--- config.mk ---
export PLATFORM = sky130hd
export DESIGN_NAME = if_stage
export DESIGN_NICKNAME = d
export VERILOG_FILES = /design/src/rtl/pipe_pkg.sv /design/src/rtl/if_stage_pc_gen.sv /design/src/rtl/if_stage.sv
export SDC_FILE = /design/constraint.sdc
export NUM_CORES = 1
export LEC_CHECK = 0
export CAP_MARGIN = 20
export CORE_MARGIN = 10
export CORE_UTILIZATION = 25
export DETAILED_ROUTE_END_ITERATION = 10
export DONT_BUFFER_PORTS = 1
export GPL_ROUTABILITY_DRIVEN = 0
export GPL_TIMING_DRIVEN = 0
export PLACE_DENSITY = 0.36
export SETUP_SLACK_MARGIN = 0.2
export SLEW_MARGIN = 30
export SYNTH_ARGS = -nofsm -noshare
export SYNTH_HDL_FRONTEND = slang
export SYNTH_HIERARCHICAL = 1
export SYNTH_SLANG_ARGS = --single-unit
--- constraint.sdc ---
create_clock -name clk -period 2.63 [get_ports clk]
set_input_delay 0.1315 -clock clk [delete_from_list [all_inputs] [get_ports clk]]
set_output_delay 0.1315 -clock clk [all_outputs]
set_load 0.02 [all_outputs]
--- src/rtl/pipe_pkg.sv ---
// Shared pipeline types for the five-stage core: the canonical NOP, the
// IF/ID register layout and its reset/flush value.
package pipe_pkg;

    // addi x0, x0, 0
    localparam logic [31:0] NOP_INSTR = 32'h0000_0013;

    typedef struct packed {
        logic        valid;
        logic [31:0] pc;
        logic [31:0] pc4;
        logic [31:0] instr;
        logic        misalign;
    } if_id_t;

    localparam if_id_t IF_ID_BUBBLE = '{
        valid:    1'b0,
        pc:       32'h0,
        pc4:      32'h0,
        instr:    NOP_INSTR,
        misalign: 1'b0
    };

    // Force a byte address onto a word boundary.
    function automatic logic [31:0] word_align(input logic [31:0] addr);
        return {addr[31:2], 2'b00};
    endfunction

endpackage

--- src/rtl/if_stage_pc_gen.sv ---
// pc_gen: program counter, pending-misalign flag and the next-PC
// priority mux (reset > redirect > stall > sequential advance).
module pc_gen
    import pipe_pkg::*;
#(
    parameter logic [31:0] RESET_PC = 32'h0000_0000
) (
    input  logic        clk,
    input  logic        rst,
    input  logic        stall_i,
    input  logic        redirect_i,
    input  logic [31:0] redirect_pc_i,
    output logic [31:0] pc_o,
    output logic [31:0] pc4_o,
    output logic        misalign_pend_o,
    output logic        advance_o
);

    logic [31:0] pc_q, pc_d;
    logic        misalign_pend_q, misalign_pend_d;
    logic [31:0] pc4;

    // Wraps modulo 2^32 by construction.
    assign pc4 = pc_q + 32'd4;

    // Next-PC selection; redirect overrides a simultaneous stall.
    always_comb begin
        pc_d            = pc_q;
        misalign_pend_d = misalign_pend_q;
        advance_o       = 1'b0;
        if (redirect_i) begin
            pc_d            = word_align(redirect_pc_i);
            misalign_pend_d = |redirect_pc_i[1:0];
        end else if (!stall_i) begin
            pc_d            = pc4;
            misalign_pend_d = 1'b0;
            advance_o       = 1'b1;
        end
    end

    // PC and misalign flag registers.
    always_ff @(posedge clk) begin
        if (rst) begin
            pc_q            <= RESET_PC;
            misalign_pend_q <= 1'b0;
        end else begin
            pc_q            <= pc_d;
            misalign_pend_q <= misalign_pend_d;
        end
    end

    // The memory address comes straight off the register, never from pc_d.
    assign pc_o            = pc_q;
    assign pc4_o           = pc4;
    assign misalign_pend_o = misalign_pend_q;

endmodule

--- src/rtl/if_stage.sv ---
// if_stage: instruction fetch. Drives the instruction memory from the PC
// register and captures the returned word into the IF/ID register,
// inserting NOP bubbles on redirect.
// Optional feature macro: IF_PERF_CNT_EN adds fetch/stall/flush counters.
module if_stage
    import pipe_pkg::*;
#(
    parameter logic [31:0] RESET_PC = 32'h0000_0000
) (
    input  logic        clk,
    input  logic        rst,
    input  logic        stall_i,
    input  logic        redirect_i,
    input  logic [31:0] redirect_pc_i,
    output logic [31:0] imem_addr_o,
    input  logic [31:0] imem_instr_i,
`ifdef IF_PERF_CNT_EN
    output logic [31:0] perf_fetch_o,
    output logic [31:0] perf_stall_o,
    output logic [31:0] perf_flush_o,
`endif
    output logic        id_valid_o,
    output logic [31:0] id_pc_o,
    output logic [31:0] id_pc4_o,
    output logic [31:0] id_instr_o,
    output logic        id_misalign_o
);

    logic [31:0] pc;
    logic [31:0] pc4;
    logic        misalign_pend;
    logic        advance;

    pc_gen #(
        .RESET_PC (RESET_PC)
    ) u_pc_gen (
        .clk             (clk),
        .rst             (rst),
        .stall_i         (stall_i),
        .redirect_i      (redirect_i),
        .redirect_pc_i   (redirect_pc_i),
        .pc_o            (pc),
        .pc4_o           (pc4),
        .misalign_pend_o (misalign_pend),
        .advance_o       (advance)
    );

    assign imem_addr_o = pc;

    if_id_t if_id_q, if_id_d;

    // IF/ID next value: flush to bubble on redirect, hold on stall, else capture.
    always_comb begin
        if_id_d = if_id_q;
        if (redirect_i) begin
            if_id_d = IF_ID_BUBBLE;
        end else if (advance) begin
            if_id_d.valid    = 1'b1;
            if_id_d.pc       = pc;
            if_id_d.pc4      = pc4;
            if_id_d.instr    = imem_instr_i;
            if_id_d.misalign = misalign_pend;
        end
    end

    // IF/ID pipeline register.
    always_ff @(posedge clk) begin
        if (rst) begin
            if_id_q <= IF_ID_BUBBLE;
        end else begin
            if_id_q <= if_id_d;
        end
    end

    assign id_valid_o    = if_id_q.valid;
    assign id_pc_o       = if_id_q.pc;
    assign id_pc4_o      = if_id_q.pc4;
    assign id_instr_o    = if_id_q.instr;
    assign id_misalign_o = if_id_q.misalign;

`ifdef IF_PERF_CNT_EN
    logic [31:0] perf_fetch_q, perf_fetch_d;
    logic [31:0] perf_stall_q, perf_stall_d;
    logic [31:0] perf_flush_q, perf_flush_d;

    // Event counters; each wraps freely at 2^32.
    always_comb begin
        perf_fetch_d = perf_fetch_q;
        perf_stall_d = perf_stall_q;
        perf_flush_d = perf_flush_q;
        if (redirect_i) begin
            perf_flush_d = perf_flush_q + 32'd1;
        end else if (stall_i) begin
            perf_stall_d = perf_stall_q + 32'd1;
        end else begin
            perf_fetch_d = perf_fetch_q + 32'd1;
        end
    end

    // Counter registers.
    always_ff @(posedge clk) begin
        if (rst) begin
            perf_fetch_q <= 32'h0;
            perf_stall_q <= 32'h0;
            perf_flush_q <= 32'h0;
        end else begin
            perf_fetch_q <= perf_fetch_d;
            perf_stall_q <= perf_stall_d;
            perf_flush_q <= perf_flush_d;
        end
    end

    assign perf_fetch_o = perf_fetch_q;
    assign perf_stall_o = perf_stall_q;
    assign perf_flush_o = perf_flush_q;
`endif

endmodule
# Yosys cells after proc, flatten, opt, wreduce, memory -nomap -nowiden
# Index checks and enable logic that the tools add are counted.
totals:
  input_bits: 68
  out_inout_bits: 130
  elab_cells: 18
  register_bits: 131
classes:
  reduce_logical: 2
  n_mux: 6
  eq_ne: 1
  n_addsub: 1
op_table:
  columns: ["op", "n"]
  rows:
  - ["two-way mux 32 bit", 2]
  - ["adder 32 x 3 -> 32 bit, second input constant", 1]
  - ["two-way mux 1 bit", 4]
  - ["OR reduction 2 bit", 2]
  - ["inequality test 2 x 1 -> 1 bit, second input constant", 1]

# Depth between registers and ports, before layout
# Gate-level depths: netlist (run 1).
logic_depth:
  ltp_word: 3
  mapped_depth: 9
  depth_no_buf: 8

# By module
# Netlist (run 1), hierarchy kept.
modules_own_cells:
  columns: ["module", "n_inst", "area_each_um2", "cells_each"]
  rows:
  - ["if_stage", 1, 3475.8, 318]
  - ["pc_gen", 1, 2175.8, 294]

# Worst setup path before layout (run 1)
# OpenSTA, ideal clock, no wires.
synth_timing:
  path_kind: "flip-flop to flip-flop"
  start: "register u_pc_gen.pc_q[2] (netlist: u_pc_gen/pc_o[2])"
  end: "register if_id_q (netlist bit id_pc4_o[18])"
  t_required_ns: 2.516
  setup_time_ns: 0.114
  t_arrival_ns: 2.067
  stages_incl_launch_ff: 10
  period_less_slack_ns: 2.181
  slack_ns: 0.449
  cell_sequence: "dfxtp_1 > ha_1 > nand3_1 > or3_1 > clkbuf_1 > nor2_1 > nand3_1 > xnor2_1 > mux2i_1 > nor2_1"
synth_via:
  elab_chain_len: 1
synth_lines:
  columns: ["element", "line_no", "text"]
  rows:
  - ["start: declaration", "if_stage_pc_gen.sv:19", "logic [31:0] pc_q, pc_d;"]
  - ["start signal: assignment", "if_stage_pc_gen.sv:47", "pc_q <= pc_d;"]
  - ["adder 32 x 3 -> 32 bit", "if_stage_pc_gen.sv:24", "assign pc4 = pc_q + 32'd4;"]
  - ["named net pc4[18]", "if_stage.sv:30", "logic [31:0] pc4;"]
  - ["end signal: assignment", "if_stage.sv:71", "if_id_q <= if_id_d;"]
  - ["end: declaration", "if_stage.sv:50", "if_id_t if_id_q, if_id_d;"]
# The timed path passes the listed nets, and every way through them passes these cells.
# A chain may end at the register's enable or synchronous reset.

# Worst setup path after layout (run 1)
layout_timing:
  start: "register u_pc_gen.pc_q[3] (netlist: u_pc_gen/pc_o[3])"
  end: "register if_id_q (netlist bit id_pc4_o[18])"
# Same word-level chain as after synthesis.

==> summary.md, run 1 <==
| Metric | Value |
|---|---|
| CTS Root Cell | `clkbuf_16` |
| Pwr dens | `678 nW/µm²` |
| Status | `finished, final reports clean` |
| Die width | `170 µm` |
| Crit end category | `register` |
| Area leader, netlist | `dfxtp_1` |
| First-pass GRT wire length | `30.5 mm` |
| First drt pass iteration count | `5` |
| Placeable Area | `22000 µm²` |
| Hold path startpoint | `rst` |
| Flop and latch count out of synthesis | `129` |
| I/O pin count | `198` |
| Antenna Violating Nets Remaining | `0` |
| Clock Skews | `16.7 ps` |
| Worst Hold End | `u_pc_gen/pc_o[23]` |
| Wirelength, routed | `19.7 mm` |
| Element type at the critical path start | `register` |
| Cell count after placement | `895` |
| Fillers | `2299` |
| Commonest non-fill, non-tap cell in the layout | `nor2_1` |
| P_leak | `2.80 nW` |
| Synthesized area per cell | `9.23 µm²` |
| Int Pwr | `0.00367 W` |
| Worst hold-check path type | `in2reg` |
| Row cnt | `54` |
| Number of global-route vias before repair | `4980` |
| Fin crit period | `2310 ps` |
| CP cell instances | `ha_2 -> nand3_2 -> or3_1 -> clkbuf_1 -> nor2_2 -> nand3_1 -> xnor2_1 -> mux2i_1 -> nor2_1` |
| CTS Buffer Depth | `2` |
| Initial antenna violation count | `0` |
| R2R cell count | `9` |
| Slowest CP cell | `dfxtp_2` |
| Skew-Pair Late Insertion Delay | `420 ps` |
| Switching Share | `26.4%` |
| Commonest cells after routing, fill and taps aside | `nor2_1 (129), dfxtp_1 (121), mux2i_1 (99), dlygate4sd3_1 (66), a21oi_1 (30)` |
| Area delta synth->final | `30.0%` |
| Final period util | `87.7%` |
| Async S/R FF share, synth | `0%` |
| Via count | `4591` |
| Worst-path clk slew | `60 ps` |
| Register share of total power | `43.4%` |
| Post-route worst setup slack | `323 ps` |
| DRC violations left | `0` |
| Post-Synthesis Cells | `612` |
| R2R Path Start | `u_pc_gen/pc_o[3]` |
| Crit path DAT | `2610 ps` |
| Top post-synthesis cells by area | `dfxtp_1 (46%), mux2i_1 (18%), nor2_1 (8.6%), xnor2_1 (4.3%), xor2_1 (2.8%)` |
| Gate power share | `8.9%` |
| Sequential area share after synthesis | `45.7%` |
| Critical path class | `reg2reg` |
| # port buffers | `0` |
| Via-to-Cell Ratio | `4.61` |
| Unrepaired setup endpoints after global routing | `true` |
| Mapped Area | `5650 µm²` |
| Antenna diode count | `0` |
| Final setup vio count | `0` |
| Grt ovf | `0` |
| Place WS | `-60.1 ps` |
| Synth warnings | `6` |
| Die ar. | `29000 µm²` |
| Worst Tran Pin Value | `743 ps` |
| Worst vdd ir | `0.000309 V` |
| Synth unique cells | `37` |
| Worst Path Required | `2940 ps` |
| WP buf/inv | `1` |
| CP peak stage delay | `470 ps` |
| Pin count of the biggest net entering global routing | `17` |
| DR WL/cell | `19.8 µm` |
| Number of synthesized flops with an enable pin | `0` |
| Max Cap Viol | `0` |
| Tot GR Track Use | `13.7%` |
| HPWL after detailed placement | `14.5 mm` |
| Fin. Hold Viols | `0` |
| NumNets Final | `771` |
| Max Slew Vio Count | `0` |
| P_sw | `0.00132 W` |
| Fmax | `0.433 GHz` |
| TritonCTS Buffers | `17` |
| Die height | `170 µm` |
| Clock power share | `47.7%` |
| Reg2reg setup slack | `320 ps` |
| Area share of the largest cell type after synthesis | `45.7%` |
| Top delay family on crit path | `simple AND/OR/NAND/NOR gates` |
| FF-to-FF End | `id_pc4_o[18]` |
| Most used DFF post-synth | `dfxtp_1` |
| Num Clock Sinks | `129` |
| CTS H-Tree Depth | `4` |
| CP Max Fanout | `6` |
| Final Non-Filler Cells | `995` |
| Hold depth | `4` |
| Layout cells sized above 1 | `11.3%` |
| Initial Util | `25.7%` |
| Iteration-0 DRC Markers | `210` |
| Slew headroom | `50.4%` |
| CTS tree | `yes` |
==> power groups by stage <==
stage	clock network, W	logic, W	registers, W
CTS	0.00247	0.000447	0.00216
floorplan	0	0.000278	0.00217
global placement	0	0.000357	0.00221
finish	0.00238	0.000443	0.00216
detailed placement	0	0.000362	0.00221
global route	0.00256	0.000493	0.00217
==> repair_timing <==
action                                 in CTS  in global routing
setup endpoints to repair                  32                 25
resized for setup                           8                 11
buffers inserted                            0                  2
pin swaps                                   0                  0
hold buffers                               66                  0
endpoints found under the hold margin      63                  0
==> cells in the mapped netlist, types with 2 or more instances <==
| master | number |
|---|---|
| buf_4 | 4 |
| buf_2 | 11 |
| o21ai_0 | 5 |
| xor2_1 | 18 |
| or3_1 | 2 |
| clkbuf_1 | 24 |
| nand4_1 | 11 |
| nor2b_1 | 3 |
| o21a_1 | 13 |
| o2bb2ai_1 | 8 |
| nor2_1 | 130 |
| nor4_2 | 2 |
| dfxtp_1 | 129 |
| xnor2_1 | 28 |
| nand2_1 | 24 |
| nor4_1 | 3 |
| nand3b_1 | 2 |
| nor3_1 | 8 |
| buf_6 | 9 |
| inv_1 | 18 |
| nand3_1 | 14 |
| a21oi_1 | 30 |
| mux2i_1 | 99 |
| nand2b_1 | 2 |
| and3_1 | 3 |
==> worst max path at each step <==
stage	from	endpoint	slack, ps	depth (start not counted)
2_1_floorplan	u_pc_gen/pc_o[2]	id_pc4_o[18]	450	9
3_3_place_gp	u_pc_gen/pc_o[2]	id_pc4_o[18]	-50	9
3_5_place_dp	u_pc_gen/pc_o[2]	id_pc4_o[18]	-60	9
4_1_cts	u_pc_gen/pc_o[3]	id_pc4_o[18]	160	9
5_1_grt	u_pc_gen/pc_o[3]	id_pc4_o[18]	160	9
6_report	u_pc_gen/pc_o[3]	id_pc4_o[18]	320	9
==> routing by layer <==
layer | share of wire (%) | up-vias | global-route usage (%)
met2 | 46 | 176 | 21.3
met3 | 10 | 18 | 6.32
li1 | - | 2224 | -
met1 | 42 | 2173 | 16.3
met5 | 0 | - | 0
met4 | 1.7 | 0 | 4.84
==> tightest hold or removal path, cell delays in order <==
cell      delay (ps)
clkbuf_1         180
a21oi_1           90
o21ai_0           80
a21oi_1           40
==> logic make-up after synthesis <==
group                      count (synthesis)  share of synthesized area, %
buffers and inverters                     67                          6.18
other                                      1                        0.0664
muxes                                     99                          17.5
xor gates and xnor gates                  46                          7.13
DFF                                      129                          45.7
and+or+nand+nor                          211                          16.8
adders and majority gates                  1                         0.221
AOI/OAI and AO/OA                         58                          6.35
==> through the flow <==
stage	hold slack (ps)	setup TNS, ps	utilization (%)	power, W	cell area [µm²]
after floorplan	240	0	-	0.00245	5660
after global placement	248	-65.9	27.3	0.00256	6010
after detailed placement	257	-62.2	27.3	0.00257	6020
after CTS	153	0	33.1	0.00508	7300
after global routing	227	0	33.4	0.00522	7350
final	154	0	33.4	0.00498	7350
==> layout make-up <==
type	instances	area (µm²)	share of cell area, %
Buffer	49	283	3.85
Clock buffer	19	453	6.16
Clock inverter	13	138	1.87
Inverter	18	67.6	0.919
Multi-Input combinational cell	419	2790	37.9
Sequential cell	129	2590	35.3
Tap cell	280	350	4.77
Timing Repair Buffer	68	676	9.19
==> flip-flops by register name, indices dropped and copies added (netlist names) <==
register and count:
id_instr_o 32, id_pc4_o 32, id_pc_o 32, u_pc_gen/pc_o 30
id_misalign_o 1, id_valid_o 1, u_pc_gen/misalign_pend_o 1
No activity file was read; power rests on OpenSTA's default activity.
==> run 2: changes to the inputs <==
--- a/config.mk
+++ b/config.mk
@@ -7,13 +7,14 @@
 export LEC_CHECK = 0
 export CAP_MARGIN = 20
 export CORE_MARGIN = 10
-export CORE_UTILIZATION = 25
+export CORE_UTILIZATION = 45
 export DETAILED_ROUTE_END_ITERATION = 10
 export DONT_BUFFER_PORTS = 1
 export GPL_ROUTABILITY_DRIVEN = 0
 export GPL_TIMING_DRIVEN = 0
-export PLACE_DENSITY = 0.36
+export PLACE_DENSITY = 0.58
 export SETUP_SLACK_MARGIN = 0.2
+export SKIP_CTS_REPAIR_TIMING = 1
 export SLEW_MARGIN = 30
 export SYNTH_ARGS = -nofsm -noshare
 export SYNTH_HDL_FRONTEND = slang
==> summary.md, run 2 (synthesized netlist as in run 1, its figures left out) <==
| Metric | Value |
|---|---|
| Status | `complete, but fails checks (was finished, final reports clean)` |
| Failing checks | `negative hold slack` |
| Hold depth | `3 (was 4)` |
| Final period util | `89.9% (was 87.7%)` |
| Slew headroom | `35.8% (was 50.4%)` |
| I/O pin count | `198 (unchanged)` |
| Fin. Hold Viols | `2 (was 0)` |
| Antenna diode count | `0 (unchanged)` |
| Area delta synth->final | `26.5% (was 30.0%)` |
| CP Max Fanout | `7 (was 6)` |
| Pin count of the biggest net entering global routing | `17 (unchanged)` |
| Critical path class | `reg2reg (unchanged)` |
| Via count | `4551 (was 4591)` |
| Layout cells sized above 1 | `9.46% (was 11.3%)` |
| NumNets Final | `766 (was 771)` |
| Initial antenna violation count | `0 (unchanged)` |
| Wirelength, routed | `17.4 mm (was 19.7 mm)` |
| Placeable Area | `12200 µm² (was 22000 µm²)` |
| Met1 wire length | `7.01 mm (was 8.25 mm)` |
| WP depth | `8 (was 9)` |
| Switching Share | `23.6% (was 26.4%)` |
| P_leak | `2.80 nW (about the same)` |
| Crit path DAT | `2670 ps (was 2610 ps)` |
| TritonCTS Buffers | `17 (unchanged)` |
| Antenna Violating Nets Remaining | `0 (unchanged)` |
| Post-Route Utilization | `58.8% (was 33.4%)` |
| Number of global-route vias before repair | `4330 (was 4980)` |
| Fin crit period | `2360 ps (was 2310 ps)` |
| DRC violations left | `0 (unchanged)` |
| Crit end category | `register (unchanged)` |
| Top delay family on crit path | `simple AND/OR/NAND/NOR gates (unchanged)` |
| CTS H-Tree Depth | `4 (unchanged)` |
| Register share of total power | `43.1% (was 43.4%)` |
| Worst Path Required | `2930 ps (was 2940 ps)` |
| Fmax | `0.423 GHz (was 0.433 GHz)` |
| Slowest CP cell | `dfxtp_1 (was dfxtp_2)` |
| Initial Util | `46.5% (was 25.7%)` |
| Commonest non-fill, non-tap cell in the layout | `nor2_1 (unchanged)` |
| R2R cell count | `8 (was 9)` |
| First drt pass iteration count | `5 (unchanged)` |
| Gate power share | `8.6% (was 8.9%)` |
| CTS tree | `yes (unchanged)` |
| First-pass GRT wire length | `25.7 mm (was 30.5 mm)` |
| Die width | `132 µm (was 170 µm)` |
| Worst vdd ir | `0.000377 V (was 0.000309 V)` |
| CTS Root Cell | `clkbuf_16 (unchanged)` |
| CP cell instances | `clkbuf_1 -> nand3_1 -> nor4_4 -> buf_4 -> nand3_1 -> xnor2_1 -> mux2i_1 -> nor2_1 (was ha_2 -> nand3_2 -> or3_1 -> clkbuf_1 -> nor2_2 -> nand3_1 -> xnor2_1 -> mux2i_1 -> nor2_1)` |
| WP buf/inv | `2 (was 1)` |
| Worst-path clk slew | `50 ps (was 60 ps)` |
| Total negative slack | `0 ps (unchanged)` |
| Hold WS | `-38.9 ps (was 154 ps)` |
| Post-route worst setup slack | `266 ps (was 323 ps)` |
| Clock Skews | `6.92 ps (was 16.7 ps)` |
| DR WL/cell | `19.8 µm (about the same)` |
| Via-to-Cell Ratio | `5.20 (was 4.61)` |
| Worst Tran Pin Value | `956 ps (was 743 ps)` |
| Tot GR Track Use | `18.6% (was 13.7%)` |
| Iteration-0 DRC Markers | `251 (was 210)` |
| Skew-Pair Late Insertion Delay | `420 ps (about the same)` |
| P_sw | `0.00118 W (was 0.00132 W)` |
| Max Cap Viol | `0 (unchanged)` |
| Pwr dens | `700 nW/µm² (was 678 nW/µm²)` |
| Die ar. | `17400 µm² (was 29000 µm²)` |
| Row cnt | `40 (was 54)` |
| Place WS | `68.3 ps (was -60.1 ps)` |
| Grt ovf | `0 (unchanged)` |
| CP peak stage delay | `460 ps (was 470 ps)` |
| Unrepaired setup endpoints after global routing | `true (unchanged)` |
| Met2 wire len | `8.33 mm (was 9.04 mm)` |
| WL met3 | `1.71 mm (was 2.03 mm)` |
| Worst hold-check path type | `in2reg (unchanged)` |
| Int Pwr | `0.00382 W (was 0.00367 W)` |
| Element type at the critical path start | `register (unchanged)` |
| Most used cell, CP | `nand3_1` |
| Num Clock Sinks | `129 (unchanged)` |
| Commonest cells after routing, fill and taps aside | `nor2_1 (130), dfxtp_1 (125), mux2i_1 (99), dlygate4sd3_1 (62), a21oi_1 (30) (was nor2_1 (129), dfxtp_1 (121), mux2i_1 (99), dlygate4sd3_1 (66), a21oi_1 (30))` |
| HPWL after detailed placement | `12.3 mm (was 14.5 mm)` |
| Max Slew Vio Count | `0 (unchanged)` |
| Final setup vio count | `0 (unchanged)` |
| Uppermost layer routed | `met4 (unchanged)` |
| Fillers | `1045 (was 2299)` |
| Die height | `132 µm (was 170 µm)` |
| CTS Buffer Depth | `2 (unchanged)` |
| Clock power share | `48.3% (was 47.7%)` |
| # port buffers | `0 (unchanged)` |
run 2: worst min-delay path: stages:
cell,delay [ps]
nand2_1,30
o21ai_0,60
nor2b_1,110
run 2: final cells by class:
| cell class | instances | area [µm²] | area share (%) |
|---|---|---|---|
| repair buffers | 63 | 628 | 8.78 |
| well taps | 168 | 210 | 2.94 |
| flip-flops and latches | 129 | 2590 | 36.2 |
| clock buffers | 25 | 505 | 7.07 |
| clock inverters | 5 | 100 | 1.40 |
| multi-input cells | 419 | 2770 | 38.7 |
| plain buffers | 49 | 284 | 3.97 |
| inverters | 18 | 67.6 | 0.945 |
run 2: final timing paths:
path                            startpoint           endpoint  slack (ps)
setup / recovery         u_pc_gen/pc_o[13]       id_pc4_o[28]         270
setup reg to reg         u_pc_gen/pc_o[13]       id_pc4_o[28]         270
hold / removal           redirect_pc_i[10]  u_pc_gen/pc_o[10]         -40
hold reg to reg   u_pc_gen/misalign_pend_o      id_misalign_o         520
run 2: through the flow:
| stage | instance area [µm²] | hold WS, ps | instances | power (W) |
|---|---|---|---|---|
| after floorplan | 5660 | 240 | 615 | 0.00245 |
| after global placement | 5870 | 245 | 783 | 0.00254 |
| after detailed placement | 5870 | 250 | 783 | 0.00255 |
| after CTS | 6480 | -185 | 813 | 0.00497 |
| after global routing | 7150 | 6.49 | 876 | 0.00520 |
| final | 7150 | -38.9 | 876 | 0.00501 |
run 2: power by group through the flow:
stage                     registers, W  logic [W]  clock network (W)
after floorplan                0.00217   0.000278                  0
after global placement         0.00220   0.000338                  0
after detailed placement       0.00220   0.000346                  0
after CTS                      0.00216   0.000348            0.00246
after global routing           0.00217   0.000470            0.00256
final                          0.00216   0.000430            0.00242
run 2: routing by layer:
metal  vias up  GRT usage (%)
met3        28           9.41
met5         -              0
met1      2121           21.2
li1       2212              -
met2       190           29.4
met4         0           5.81
